[config.mk]
export PLATFORM = sky130hd
export DESIGN_NAME = dispatch_stage
export DESIGN_NICKNAME = d
export VERILOG_FILES = /design/src/rtl/dispatch_stage.sv
export SDC_FILE = /design/constraint.sdc
export NUM_CORES = 1
export LEC_CHECK = 0
export ABC_AREA = 1
export BUFFER_PORTS_ARGS = -buffer_cell sky130_fd_sc_hd__buf_2
export CAP_MARGIN = 5
export CORE_MARGIN = 1
export CORE_UTILIZATION = 51
export CTS_BUF_LIST = sky130_fd_sc_hd__clkbuf_4
export DETAILED_ROUTE_END_ITERATION = 8
export PLACE_DENSITY_LB_ADDON = 0.1
export SYNTH_ARGS = -nofsm -noshare
export SYNTH_HDL_FRONTEND = slang
export SYNTH_SLANG_ARGS = --single-unit
[constraint.sdc]
create_clock -name clk -period 2.1 [get_ports clk]
set_input_delay 0.105 -clock clk [delete_from_list [all_inputs] [get_ports clk]]
set_output_delay 0.105 -clock clk [all_outputs]
set_load 0.05 [all_outputs]
[src/rtl/dispatch_stage.sv]
// rtl/dispatch_stage.sv - in-order dispatch: NOP squash, resource-limited packing, ROB tag allocation (optional DISPATCH_PERF_EN counters)
module dispatch_stage #(
    parameter int WIDTH     = 2,
    parameter int ROB_DEPTH = 32,
    parameter int TAG_W     = $clog2(ROB_DEPTH)
) (
    input  logic                     clk,
    input  logic                     rst,
    input  logic [WIDTH-1:0]         ifq_valid,
    input  logic [32*WIDTH-1:0]      ifq_instr,
    input  logic [32*WIDTH-1:0]      ifq_pc,
    output logic [2:0]               ifq_pop,
    input  logic [TAG_W:0]           rob_free_cnt,
    input  logic [2:0]               rs_free_cnt,
    input  logic                     flush,
    input  logic [TAG_W-1:0]         flush_tail,
    output logic [WIDTH-1:0]         disp_valid,
    output logic [32*WIDTH-1:0]      disp_instr,
    output logic [32*WIDTH-1:0]      disp_pc,
    output logic [TAG_W*WIDTH-1:0]   disp_tag,
    input  logic                     disp_ready
`ifdef DISPATCH_PERF_EN
    ,
    output logic [31:0]              stall_rob_cnt,
    output logic [31:0]              stall_rs_cnt,
    output logic [31:0]              nop_drop_cnt
`endif
);

    logic [TAG_W-1:0]       tail;
    logic                   load_ok;
    logic                   stopped;
    int                     lim;
    int                     acc_n;
    int                     pop_n;
    logic [WIDTH-1:0]       nxt_valid;
    logic [32*WIDTH-1:0]    nxt_instr;
    logic [32*WIDTH-1:0]    nxt_pc;
    logic [TAG_W*WIDTH-1:0] nxt_tag;
`ifdef DISPATCH_PERF_EN
    int                     nop_n;
    logic                   stop_rob;
    logic                   stop_rs;
`endif

    function automatic logic is_nop(input logic [31:0] w);
        return (w == 32'h00000013) || (w == 32'h00000000);
    endfunction

    // The output register can take a new bundle when empty or draining now.
    assign load_ok = !disp_valid[0] || disp_ready;

    // In-order scan: NOPs are consumed for free, real instructions are packed
    // into lanes until the tightest of ROB/RS/lane budget is exhausted.
    always_comb begin
        stopped   = 1'b0;
        acc_n     = 0;
        pop_n     = 0;
        nxt_instr = '0;
        nxt_pc    = '0;
        nxt_tag   = '0;
        nxt_valid = '0;
`ifdef DISPATCH_PERF_EN
        nop_n     = 0;
        stop_rob  = 1'b0;
        stop_rs   = 1'b0;
`endif
        lim = WIDTH;
        if (int'(rob_free_cnt) < lim) lim = int'(rob_free_cnt);
        if (int'(rs_free_cnt) < lim)  lim = int'(rs_free_cnt);
        for (int i = 0; i < WIDTH; i++) begin
            if (!stopped) begin
                if (!ifq_valid[i]) begin
                    stopped = 1'b1;
                end else if (is_nop(ifq_instr[32*i +: 32])) begin
                    pop_n = pop_n + 1;
`ifdef DISPATCH_PERF_EN
                    nop_n = nop_n + 1;
`endif
                end else if (acc_n < lim) begin
                    nxt_instr[32*acc_n +: 32]       = ifq_instr[32*i +: 32];
                    nxt_pc[32*acc_n +: 32]          = ifq_pc[32*i +: 32];
                    nxt_tag[TAG_W*acc_n +: TAG_W]   = tail + TAG_W'(acc_n);
                    acc_n = acc_n + 1;
                    pop_n = pop_n + 1;
                end else begin
                    stopped = 1'b1;
`ifdef DISPATCH_PERF_EN
                    if (acc_n >= int'(rob_free_cnt))     stop_rob = 1'b1;
                    else if (acc_n >= int'(rs_free_cnt)) stop_rs  = 1'b1;
`endif
                end
            end
        end
        for (int k = 0; k < WIDTH; k++) begin
            nxt_valid[k] = (k < acc_n);
        end
    end

    // Pop only on a real load cycle; reset and flush suppress it immediately.
    assign ifq_pop = (rst && load_ok && !flush) ? 3'(pop_n) : 3'd0;

    // Output bundle register and ROB tail; flush beats load, empty loads keep payload.
    always_ff @(posedge clk or negedge rst) begin
        if (!rst) begin
            disp_valid <= '0;
            disp_instr <= '0;
            disp_pc    <= '0;
            disp_tag   <= '0;
            tail       <= '0;
        end else if (flush) begin
            disp_valid <= '0;
            tail       <= flush_tail;
        end else if (load_ok) begin
            disp_valid <= nxt_valid;
            if (acc_n != 0) begin
                disp_instr <= nxt_instr;
                disp_pc    <= nxt_pc;
                disp_tag   <= nxt_tag;
            end
            tail <= tail + TAG_W'(acc_n);
        end
    end

`ifdef DISPATCH_PERF_EN
    // Saturating stall and NOP-drop counters, sampled only on real scan cycles.
    always_ff @(posedge clk or negedge rst) begin
        if (!rst) begin
            stall_rob_cnt <= '0;
            stall_rs_cnt  <= '0;
            nop_drop_cnt  <= '0;
        end else if (!flush && load_ok) begin
            if (stop_rob && stall_rob_cnt != 32'hFFFF_FFFF) stall_rob_cnt <= stall_rob_cnt + 32'd1;
            if (stop_rs && stall_rs_cnt != 32'hFFFF_FFFF)   stall_rs_cnt  <= stall_rs_cnt + 32'd1;
            if (32'hFFFF_FFFF - nop_drop_cnt < 32'(nop_n))   nop_drop_cnt  <= 32'hFFFF_FFFF;
            else                                             nop_drop_cnt  <= nop_drop_cnt + 32'(nop_n);
        end
    end
`endif

endmodule

Yosys cells after proc, flatten, opt, wreduce, memory -nomap -nowiden
Index checks and enable logic that the tools add are counted.
{"block": "word_totals", "reg_bits": 145, "inputBits": 148, "output_inout_bits": 143, "word_cells": 85}
{"block": "classes", "add_sub_neg": 6, "mul": 1, "magnitude_cmp": 6, "eq_ne": 2, "shift": 5, "n_mux": 47, "n_bitwise": 1, "reduce_logical": 12}
{"op": "$mux W64", "n": 8}
{"op": "$mux W32", "n": 10}
{"op": "$bwmux W64", "n": 2}
{"op": "$shiftx A32 B33 Y64", "n": 2}
{"op": "$neg A32 Y33", "n": 2}
{"op": "$eq A32 B5 Y1 const B", "n": 2}
{"op": "$logic_not A32 Y1", "n": 2}
{"op": "$lt A1 B32 Y1 const A", "n": 2}
{"op": "$shift A32 B33 Y64 const A", "n": 1}
{"op": "$mux W10", "n": 4}
{"op": "$shift A5 B33 Y10 const A", "n": 1}
{"op": "$shiftx A5 B33 Y10", "n": 1}
{"op": "$add A32 B2 Y32 const B", "n": 1}
{"op": "$lt A2 B32 Y1 const A", "n": 1}
{"op": "$lt A32 B32 Y1", "n": 1}
{"op": "$lt A4 B32 Y1", "n": 1}
{"op": "$mul A4 B32 Y32 const A", "n": 1}
{"op": "$reduce_bool A32 Y1", "n": 1}
{"op": "$mux W5", "n": 5}
{"op": "$mux W3", "n": 4}
{"op": "$mux W6", "n": 2}
{"op": "$add A5 B5 Y5", "n": 2}
{"op": "$bwmux W10", "n": 1}
{"op": "$mux W1", "n": 8}
{"op": "other kinds (9)", "n": 15}

Depth between registers and ports, before layout
Gate-level depths: netlist of the first run.
{"block": "logic_depth", "ltp_word": 16, "ltp_mapped": 25, "mapped_depth_nobuf": 24}

Worst setup path after synthesis of the first run
Ideal clock, no wire load.
{"block": "synth_timing", "path_type": "input -> register", "startpoint": "input rob_free_cnt[4]", "endpoint": "register tail[4]", "setup_time_ps": 87, "arrival_time_ps": 2935, "t_required_ps": 2013, "slack_ps": -921, "path_stages": 25, "path_buffers": 1, "path_cell_list": "nor2_1 -> nand2_1 -> nor2_4 -> ha_1 -> nand2_1 -> inv_1 -> nand2_1 -> nand2_1 -> nand2_1 -> nand2_1 -> nand2_2 -> nand2_2 -> inv_2 -> clkbuf_1 -> ha_1 -> or2_1 -> nand3_1 -> inv_1 -> ha_1 -> inv_1 -> fa_1 -> nor3_1 -> xor2_1 -> nand2_1 -> o211ai_1"}
{"block": "synth_via", "elab_chain_cells": 16, "elab_cells_between_ends": 20, "classes_between": "add/sub: 2; order compare: 4; mux: 14"}
{"item": "from (decl)", "line": "13", "text": "input logic [TAG_W:0] rob_free_cnt,"}
{"item": "$lt A6 B2 Y1", "line": "69", "text": "if (int'(rob_free_cnt) < lim) lim = int'(rob_free_cnt);"}
{"item": "$mux W6 *", "line": "69"}
{"item": "$lt A4 B32 Y1", "line": "70", "text": "if (int'(rs_free_cnt) < lim) lim = int'(rs_free_cnt);"}
{"item": "$mux W6 *", "line": "70"}
{"item": "$lt A1 B32 Y1", "line": "80", "text": "end else if (acc_n < lim) begin"}
{"item": "$mux W1", "line": "80"}
{"item": "$mux W1", "line": "75", "text": "end else if (is_nop(ifq_instr[32*i +: 32])) begin"}
{"item": "$mux W1", "line": "73", "text": "if (!ifq_valid[i]) begin"}
{"item": "$add A32 B2 Y32 / $lt A32 B32 Y1 (equally long branches)", "line": "84, 80"}
{"item": "$mux W32", "line": "80"}
{"item": "$mux W32", "line": "75"}
{"item": "$mux W32", "line": "73"}
{"item": "$mux W32 *", "line": "72", "text": "if (!stopped) begin"}
{"item": "$add A5 B5 Y5 *", "line": "121", "text": "tail <= tail + TAG_W'(acc_n);"}
{"item": "$mux W5 *", "line": "114", "text": "end else if (load_ok) begin"}
{"item": "$mux W5 *", "line": "111", "text": "end else if (flush) begin"}
{"item": "to (signal assigned)", "line": "113", "text": "tail <= flush_tail;"}
{"item": "to (signal assigned)", "line": "121"}
{"item": "to (decl)", "line": "30", "text": "logic [TAG_W-1:0] tail;"}
Every way passes the cells marked *; elsewhere a longest branch is shown, timed or not. The select of a mux whose other input is x is not followed.
A chain may end at the register's enable or synchronous reset.

Worst setup path after layout of the first run
{"block": "layout_timing", "startpoint": "input rob_free_cnt[3]", "endpoint": "register tail[2]"}
The elaborated chain is that of the path after synthesis.

==> results.json, run 1 <==
{
  "status": "complete, but fails checks",
  "violations": "negative setup slack",
  "grt_pass1_vias": 9496,
  "cts_tree": "built",
  "final_cell_mix": "nand2_1 (327), buf_2 (285), nand3_1 (145), dfrtp_1 (145), dlygate4sd3_1 (136)",
  "vias": 10200,
  "clkLatencyLatePin_ns": 0.61,
  "clkTransAtPathRegs_ns": 0.13,
  "cp-end-kind": "flip-flop",
  "numClockSinks": 145,
  "overflow": 0,
  "path_class": "input port to flip-flop",
  "cts_buffer_depth": 2,
  "synth_area_per_cell_um2": 7.34,
  "nNetsFinal": 1727,
  "drc_errors": 0,
  "worst_slack_ns": -0.281,
  "rsz0062_at_grt": "yes",
  "numCtsBuffers": 17,
  "track_usage_pct": 37.7,
  "hold_violations": 0,
  "avgViaCountPerCell": 5.78,
  "worstPathMaxFanout": 3,
  "cts_root_buf": "clkbuf_4",
  "yosys_warnings": 0,
  "drtAntennaViolNets": 0,
  "yosysTopAreaCell": "dfrtp_1",
  "p_per_area_mw_per_mm2": 791,
  "max_cap_viol_count": 0,
  "slew-limit-headroom_pct": 47.3,
  "finClkSkew_ns": 0.0213,
  "core_area_mm2": 0.0146,
  "fill_cells": 738,
  "antenna_found_initial": 4,
  "fmax_mhz": 420,
  "critPathRequiredTime_ns": 2.56,
  "drt_iter0_drc": 1345,
  "worstSetupStartpointType": "input port",
  "tightestPinTransition_ns": 0.790,
  "die_w_um": 125,
  "finalCritPeriodShare_pct": 113,
  "dp_cells": 1548,
  "ys_seq_elements": 145,
  "p_leak_nw": 7.35,
  "grt_max_degree": 146,
  "hpwl_um": 16100,
  "power.total_mw": 10.1,
  "firstDrtPassIters": 6,
  "worstPathArrival_ns": 2.85,
  "wl_per_cell_um": 20.0,
  "synth_cell_types": 32,
  "drive_gt1_share_pct": 34.2,
  "synthCells": 1046,
  "setup-violations-final": 114,
  "synth_top_area_share_pct": 47.2,
  "min_period_ns": 2.38,
  "grt_busiest_layer": "met2",
  "h-tree-depth": 4,
  "gp_congestion": 0.899,
  "mostFrequentLayoutCell": "nand2_1",
  "die_h_um": 125,
  "rows": 44,
  "met2_usage_pct": 62.0,
  "syn_nets": 1202,
  "ioPinCount": 291,
  "min_path_type": "input port to flip-flop",
  "slew_viol_final": 0,
  "syn_area_mm2": 0.00768,
  "grt_pass1_wl_um": 46900,
  "dp_slack_ns": -0.913,
  "synth.area.top_cells": "dfrtp_1 (47%), nand2_1 (17%), nand3_1 (10%)",
  "io_buffers": 289,
  "vdd_drop_max_mv": 0.577,
  "area_delta_synth_final_pct": 66.4,
  "start_util_pct": 52.6,
  "grt_use_met3_pct": 8.12,
  "die_area_mm2": 0.0156,
  "fin_util_pct": 87.6,
  "ys_seq_area_share_pct": 47.2,
  "wirelength_um": 35500,
  "grtUsageMet1_pct": 45.2,
  "fin_cells": 1772
}
-- synth_stat cells (all sizes together) --
master and n:
nor3 5, fa 1, buf 49, o22ai 28
nand2 360, nand4 13, nor2 88, a31oi 2
dfrtp 145, o211ai 3, nor4 1, nand3 155
o221ai 2, a21oi 2, inv 115, a211oi 1
or2 1, o21ai 42, xnor2 1, ha 7
clkbuf 19, conb 2, xor2 4
-- state kept, by name, summed over array words and instances (netlist names) --
register / cells
tail: 5
disp_pc: 64
disp_valid: 2
disp_tag: 10
disp_instr: 64
-- power breakdown --
| group | internal [mW] | leakage [nW] | switching (mW) |
|---|---|---|---|
| combinational | 1.42 | 5.30 | 3.26 |
| clock | 0.592 | 0.129 | 1.17 |
| sequential | 3.30 | 1.92 | 0.356 |
-- metal layers --
| layer | routed length, um | share of wire, % |
|---|---|---|
| met1 | 12300 | 35 |
| met2 | 16300 | 46 |
| met3 | 4300 | 12 |
| met4 | 2640 | 7.4 |
| met5 | 11 | 0.031 |
-- worst max-delay path: stages --
cell	delay (ns)
buf_6	0.10
nor2_4	0.09
nand2_2	0.06
nor2_4	0.14
ha_4	0.22
nand2_2	0.06
inv_2	0.05
nand2_4	0.07
nand2_2	0.08
nand2_2	0.10
nand2_4	0.07
o21ai_4	0.19
ha_4	0.23
or2_4	0.25
nand3_2	0.07
inv_2	0.05
ha_4	0.16
inv_2	0.05
fa_2	0.21
buf_4	0.12
xor2_1	0.21
o221ai_1	0.16
-- cells by family after synthesis --
logic type / after synthesis / synth area share, %
and+or+nand+nor: 623 / 34.0
xor gates and xnor gates: 5 / 0.570
adders and majority gates: 8 / 1.40
buffers and inverters: 183 / 10.8
DFF: 145 / 47.2
AOI/OAI and AO/OA: 80 / 5.93
other: 2 / 0.0978
-- repair_timing --
item	CTS	global route
gates resized for setup	21	91
endpoints found under the setup margin	145	144
hold buffers	165	1
pin swaps	14	42
hold endpoints to repair	275	1
cloned	0	35
setup buffers	6	13
-- layout make-up --
class,count,area (um^2),area share (%)
sequential,145,3630,28.4
inverter,115,434,3.40
clock inverter,15,134,1.05
timing repair buffer,570,4580,35.8
antenna,4,10.0,0.0783
multi-input combinational,722,3630,28.4
clock buffer,17,128,0.999
tap,184,230,1.80
-- worst paths after layout --
kind,start,endpoint,slack (ns),depth (start not counted)
max reg2reg,disp_valid[0],disp_pc[37],0.15,9
max in group asynchronous,rst,disp_pc[47],1.32,3
min,ifq_instr[26],disp_instr[26],0.01,6
min reg2reg,disp_instr[31],disp_instr[31],0.52,2
min in group asynchronous,rst,disp_instr[59],0.20,3
max,rob_free_cnt[3],tail[2],-0.28,22
-- stage by stage --
stage          TNS, ns  area [um^2]  hold slack [ns]
2_1_floorplan   -60.19         7810           -0.191
3_3_place_gp    -85.48         9950            0.327
3_5_place_dp    -98.98         9950            0.320
4_1_cts         -0.428        12000          0.00169
5_1_grt         -11.28        12800          0.00648
6_report         -4.08        12800           0.0107
Power figures use the tool's default switching activity.
==> run 2, diff against run 1 <==
CELL_PAD_IN_SITES_DETAIL_PLACEMENT = 1   (was default)
CELL_PAD_IN_SITES_GLOBAL_PLACEMENT = 2   (was default)
CORE_UTILIZATION = 27   (was 51)
==> results.json, run 2 (synthesized netlist as in run 1, its figures left out) <==
{
  "slowest_stage": "fa_2",
  "grt_pass1_wl_um": 49900,
  "ff2ff_setup_slack_ns": 0.40,
  "vdd_drop_max_mv": 0.300,
  "numClockSinks": 145,
  "setup-violations-final": 6,
  "grt_max_degree": 146,
  "vias": 8815,
  "cts_buffer_depth": 2,
  "tightestPinTransition_ns": 0.864,
  "die_h_um": 171,
  "worstSetupStartpointType": "input port",
  "mostFrequentLayoutCell": "nand2_1",
  "h-tree-depth": 4,
  "p_per_area_mw_per_mm2": 778,
  "placed_area_mm2": 0.0103,
  "rows": 61,
  "path_class": "input port to flip-flop",
  "gp_congestion": 0.792,
  "avgViaCountPerCell": 4.55,
  "hold_violations": 0,
  "cp_common_cell": "nand2_2",
  "slew_viol_final": 0,
  "start_util_pct": 27.6,
  "fin_cells": 1936,
  "firstDrtPassIters": 5,
  "area_delta_synth_final_pct": 61.9,
  "cp_cell_sequence": "buf_6, nor2_4, nand2_2, nor2_4, ha_4, nand2_2, inv_2, nand2_4, nand3_2, nand2_2, nand2_2, nand2_2, inv_2, ha_4, or2_4, nand3_2, inv_2, ha_4, inv_2, fa_2, buf_4, xor2_2, o221ai_1",
  "grt_pass1_vias": 9240,
  "fmax_mhz": 450,
  "cts_tree": "built",
  "core_area_mm2": 0.0279,
  "hpwl_um": 20700,
  "cts_root_buf": "clkbuf_4",
  "clkTransAtPathRegs_ns": 0.14,
  "final_cell_mix": "nand2_1 (342), buf_2 (284), nand3_1 (148)",
  "wirelength_um": 32300,
  "rsz0062_at_grt": "yes",
  "status": "complete, but fails checks",
  "min_path_type": "input port to flip-flop",
  "nNetsFinal": 1696,
  "worstPathArrival_ns": 2.70,
  "min_period_ns": 2.22,
  "ioPinCount": 291,
  "die_area_mm2": 0.0291,
  "fin_area_mm2": 0.0124,
  "worst_slack_ns": -0.124,
  "worstPathMaxFanout": 3,
  "max_cap_viol_count": 0,
  "numCtsBuffers": 17,
  "wl_per_cell_um": 16.7,
  "io_buffers": 289,
  "drtAntennaViolNets": 0,
  "overflow": 0,
  "p_leak_nw": 7.04,
  "dp_cells": 1751,
  "drive_gt1_share_pct": 32.2,
  "fin_util_pct": 44.6,
  "clkLatencyLatePin_ns": 0.54,
  "cp-end-kind": "flip-flop",
  "drt_iter0_drc": 279,
  "reg_top3": "disp_instr (64), disp_pc (64), disp_tag (10)",
  "finClkSkew_ns": 0.0258,
  "slowest_delay_ns": 0.37,
  "violations": "negative setup slack",
  "die_w_um": 171,
  "drc_errors": 0,
  "track_usage_pct": 22.0,
  "slew-limit-headroom_pct": 42.4,
  "critPathRequiredTime_ns": 2.57,
  "antenna_found_initial": 6,
  "power.total_mw": 9.68,
  "finalCritPeriodShare_pct": 106
}
==> run 2: cell count changes in the layout (fill, tap and decap cells not counted), moves of 3 or more <==
| cell | previous run | this run |
|---|---|---|
| clkbuf_16 | 21 | 5 |
| nand2_1 | 327 | 342 |
| nand3_1 | 145 | 148 |
| nand2_2 | 23 | 10 |
| nand2_8 | 5 | 2 |
| o21ai_1 | 18 | 1 |
| buf_12 | 13 | 16 |
| buf_4 | 94 | 87 |
| dlygate4sd3_1 | 136 | 132 |
| o21ai_0 | 18 | 40 |
| o21ai_2 | 5 | 1 |
==> run 2: final cells by class <==
class	instances	area, um^2
fillers	3512	15400
diodes	5	12.5
clock inverters	13	105
repair buffers	542	4110
flip-flops and latches	145	3630
clock buffers	19	143
inverters	115	439
well taps	378	473
multi-input cells	719	3530
==> run 2: timing repair <==
item | CTS | global route
hold buffers | 132 | 0
hold endpoints to repair | 273 | 0
setup endpoints to repair | 145 | 145
buffers inserted | 6 | 5
cloned | 0 | 6
resized for setup | 31 | 46
pin swaps | 17 | 17
==> run 2: metal layers <==
layer	track usage, %	vias to the layer above	part of all wire [%]
li1	-	4300	-
met1	27.3	4264	43
met2	37.1	209	49
met3	5.48	40	5.6
met4	6.93	2	2.3
met5	0	-	0.040
==> run 2: critical path, delay by kind of cell <==
family                     cells  cell delay [ns]
and+or+nand+nor               11             0.90
AOI/OAI and AO/OA              1             0.18
xor gates and xnor gates       1             0.13
buffers and inverters          6             0.43
adders and majority gates      4             0.95
==> run 2: path summary, 6_finish.rpt <==
path                                  from        endpoint  cells after the start
max                        rob_free_cnt[3]         tail[2]                     23
min                           ifq_instr[4]   disp_instr[4]                      6
max reg2reg                  disp_valid[0]  disp_instr[43]                      9
min reg2reg                  disp_valid[1]   disp_valid[1]                      2
max in group asynchronous              rst   disp_instr[3]                      3
min in group asynchronous              rst         tail[0]                      3
==> run 2: per-stage QoR <==
stage                     hold slack [ns]  setup TNS, ns  setup slack, ns
after global placement              0.340        -105.45           -0.876
after detailed placement            0.338        -109.71           -0.967
after global routing               0.0157          -4.85           -0.276
after floorplan                    -0.191         -60.19           -0.726
after CTS                        0.000923         -0.320          -0.0846
final                              0.0513         -0.515           -0.124
==> run 2: power breakdown <==
part | leakage, nW | switching [mW] | internal, mW | total [mW]
clock | 0.115 | 1.16 | 0.509 | 1.67
combinational | 5.01 | 3.08 | 1.30 | 4.39
sequential | 1.92 | 0.319 | 3.30 | 3.62
total | 7.04 | 4.56 | 5.11 | 9.68
==> run 3, diff against run 2 <==
ABC_AREA = default   (was 1)
CORE_UTILIZATION = 30   (was 27)
REMOVE_ABC_BUFFERS = 1   (was default)
==> results.json, run 3 <==
{
  "synth_top_area_share_pct": 49.9,
  "drt_iter0_drc": 249,
  "min_period_ns": 3.12,
  "grt_max_degree": 85,
  "die_area_mm2": 0.0249,
  "synth_most_common_cell": "dfrtp_1",
  "setup-violations-final": 146,
  "async_flop_share_pct": 100,
  "critPathRequiredTime_ns": 2.56,
  "hold_violations": 0,
  "worst-path-buf-inv": 7,
  "p_comb_share_pct": 46.7,
  "finalCritPeriodShare_pct": 149,
  "crit_family": "simple AND/OR/NAND/NOR gates",
  "vdd_drop_max_mv": 0.529,
  "cts_buffer_depth": 2,
  "reg_top3": "disp_instr (64), disp_pc (64), disp_tag (10)",
  "die_h_um": 158,
  "ioPinCount": 291,
  "fmax_mhz": 321,
  "grt_pass1_vias": 8281,
  "multiInputGateArea_mm2": 0.00355,
  "synth_cell_types": 49,
  "die_w_um": 158,
  "h-tree-depth": 4,
  "tightestPinTransition_ns": 0.785,
  "p_leak_nw": 6.82,
  "nNetsFinal": 1388,
  "numCtsBuffers": 17,
  "drc_errors": 0,
  "clkTransAtPathRegs_ns": 0.16,
  "slowest_stage": "or3_1",
  "synth_area_per_cell_um2": 11.2,
  "wirelength_um": 30100,
  "area_delta_synth_final_pct": 77.0,
  "max_cap_viol_count": 0,
  "worstPathArrival_ns": 3.58,
  "worstSetupStartpointType": "input port",
  "ys_seq_elements": 145,
  "slew-limit-headroom_pct": 47.5,
  "switchingPower_mw": 4.78,
  "cts_root_buf": "clkbuf_4",
  "synth_flop_cell": "dfrtp_1",
  "fin_setup_tns_ns": -125.28,
  "rows": 56,
  "vias": 7362,
  "cts_tree": "built",
  "path_class": "input port to flip-flop",
  "fin_area_mm2": 0.0129,
  "firstDrtPassIters": 4,
  "mostFrequentLayoutCell": "buf_2",
  "clkPwrFrac_pct": 17.7,
  "ys_seq_area_share_pct": 49.9,
  "power.total_mw": 10.5,
  "violations": "negative setup slack",
  "placed_area_mm2": 0.0101,
  "swShare_pct": 45.6,
  "io_buffers": 289,
  "drtAntennaViolNets": 0,
  "synthCells": 650,
  "core_area_mm2": 0.0236,
  "cp_cell_sequence": "buf_6, or3_4, or3_4, inv_4, ha_4, o211a_4, nor3_4, buf_6, nor2_4, o21a_1, ha_4, or3_1, nand4b_1, buf_4, clkbuf_16, buf_12, buf_8, mux2_4",
  "dp_slack_ns": -1.57,
  "p_per_area_mw_per_mm2": 814,
  "yosys_warnings": 0,
  "gp_congestion": 0.854,
  "cp-end-kind": "flip-flop",
  "hpwl_um": 19300,
  "grt_pass1_wl_um": 45300,
  "rsz0062_at_grt": "yes",
  "fin_util_pct": 54.5,
  "slowest_delay_ns": 0.39,
  "status": "complete, but fails checks",
  "numClockSinks": 145,
  "worst_slack_ns": -1.02,
  "worstPathMaxFanout": 7,
  "start_util_pct": 30.8,
  "avgViaCountPerCell": 4.69,
  "min_path_type": "input port to asynchronous set/reset pin",
  "synth_edf_count": 0,
  "fill_cells": 2614,
  "clkLatencyLatePin_ns": 0.56,
  "p_seq_share_pct": 35.6,
  "slew_viol_final": 0,
  "synth.area.top_cells": "dfrtp_1 (50%), mux2_2 (10%), mux2i_1 (9.8%)",
  "track_usage_pct": 24.1,
  "final_cell_mix": "buf_2 (284), dfrtp_1 (145), dlygate4sd3_1 (142)",
  "antenna_found_initial": 6,
  "yosysTopAreaCell": "dfrtp_1",
  "syn_area_mm2": 0.00727,
  "yosys-top-cells-count": "dfrtp_1 (145), inv_1 (75), nand2_1 (75)",
  "drive_gt1_share_pct": 48.5,
  "wl_per_cell_um": 19.2,
  "seqCellArea_mm2": 0.00363,
  "finClkSkew_ns": 0.0228,
  "p_int_mw": 5.70,
  "overflow": 0
}
run 3: cell count changes after synthesis, moves of 36 or more:
| cell | delta |
|---|---|
| inv_1 | -36 |
| nand3_1 | -152 |
| a22o_1 | +66 |
| mux2_2 | +67 |
| mux2i_1 | +71 |
| nand2_1 | -278 |
| nor2_1 | -75 |
run 3: metal layers:
metal  up-vias  share of wire (%)  GRT usage, %
li1       3434                  -             -
met2       229                 49          41.8
met1      3644                 42          28.4
met3        51                5.6          6.30
met4         4                3.0          8.92
met5         -              0.076             0
run 3: repair_timing:
action	4_1_cts	5_1_grt
hold buffers	141	1
pin swaps	21	20
gates cloned	6	0
buffers inserted	25	16
endpoints found under the hold margin	280	1
gates resized for setup	100	43
endpoints found under the setup margin	146	146
run 3: cell families after synthesis:
logic type,Yosys count,share of synthesized area [%]
fa+ha+maj,8,1.48
compound gates,95,11.2
simple gates,138,9.20
buf+inv,115,6.79
xor+xnor,5,0.602
mux,142,20.8
other cells,2,0.103
flops,145,49.9
run 3: layout make-up:
type	count	share of cell area [%]
antenna	5	0.0972
clock buffer	17	0.991
sequential	145	28.2
timing repair buffer	603	36.7
multi-input combinational	390	27.5
clock inverter	15	1.16
inverter	75	2.23
tap	319	3.10
run 3: power groups by stage:
| stage | clock network, mW | logic (mW) | registers (mW) |
|---|---|---|---|
| after CTS | 1.92 | 4.77 | 3.71 |
| after detailed placement | 0 | 4.28 | 3.75 |
| after global routing | 2.04 | 5.15 | 3.80 |
| after floorplan | 0 | 0.997 | 5.68 |
| after global placement | 0 | 4.21 | 3.72 |
| final | 1.86 | 4.89 | 3.73 |
run 3: worst paths after layout:
check | from | slack, ns | depth (start not counted) | end
setup / recovery | rob_free_cnt[5] | -1.02 | 18 | disp_instr[11]
hold / removal | rst | 0.12 | 3 | disp_tag[9]
setup reg to reg | disp_valid[0] | -0.13 | 9 | disp_instr[11]
hold reg to reg | disp_tag[5] | 0.51 | 1 | disp_tag[5]
max in group asynchronous | rst | 0.82 | 3 | disp_tag[8]
min in group clk | ifq_valid[0] | 0.20 | 6 | disp_tag[2]
run 3: metrics by stage:
stage / std cells / hold slack (ns)
global route: 1567 / 0.132
finish: 1569 / 0.118
floorplan: 610 / -0.191
detailed placement: 1349 / -0.0458
global placement: 1349 / -0.0463
CTS: 1550 / 0.0227
run 3: tightest hold or removal path, stage by stage:
cell and delay [ns]:
dlygate4sd3_1 0.55, buf_6 0.15, buf_12 0.34
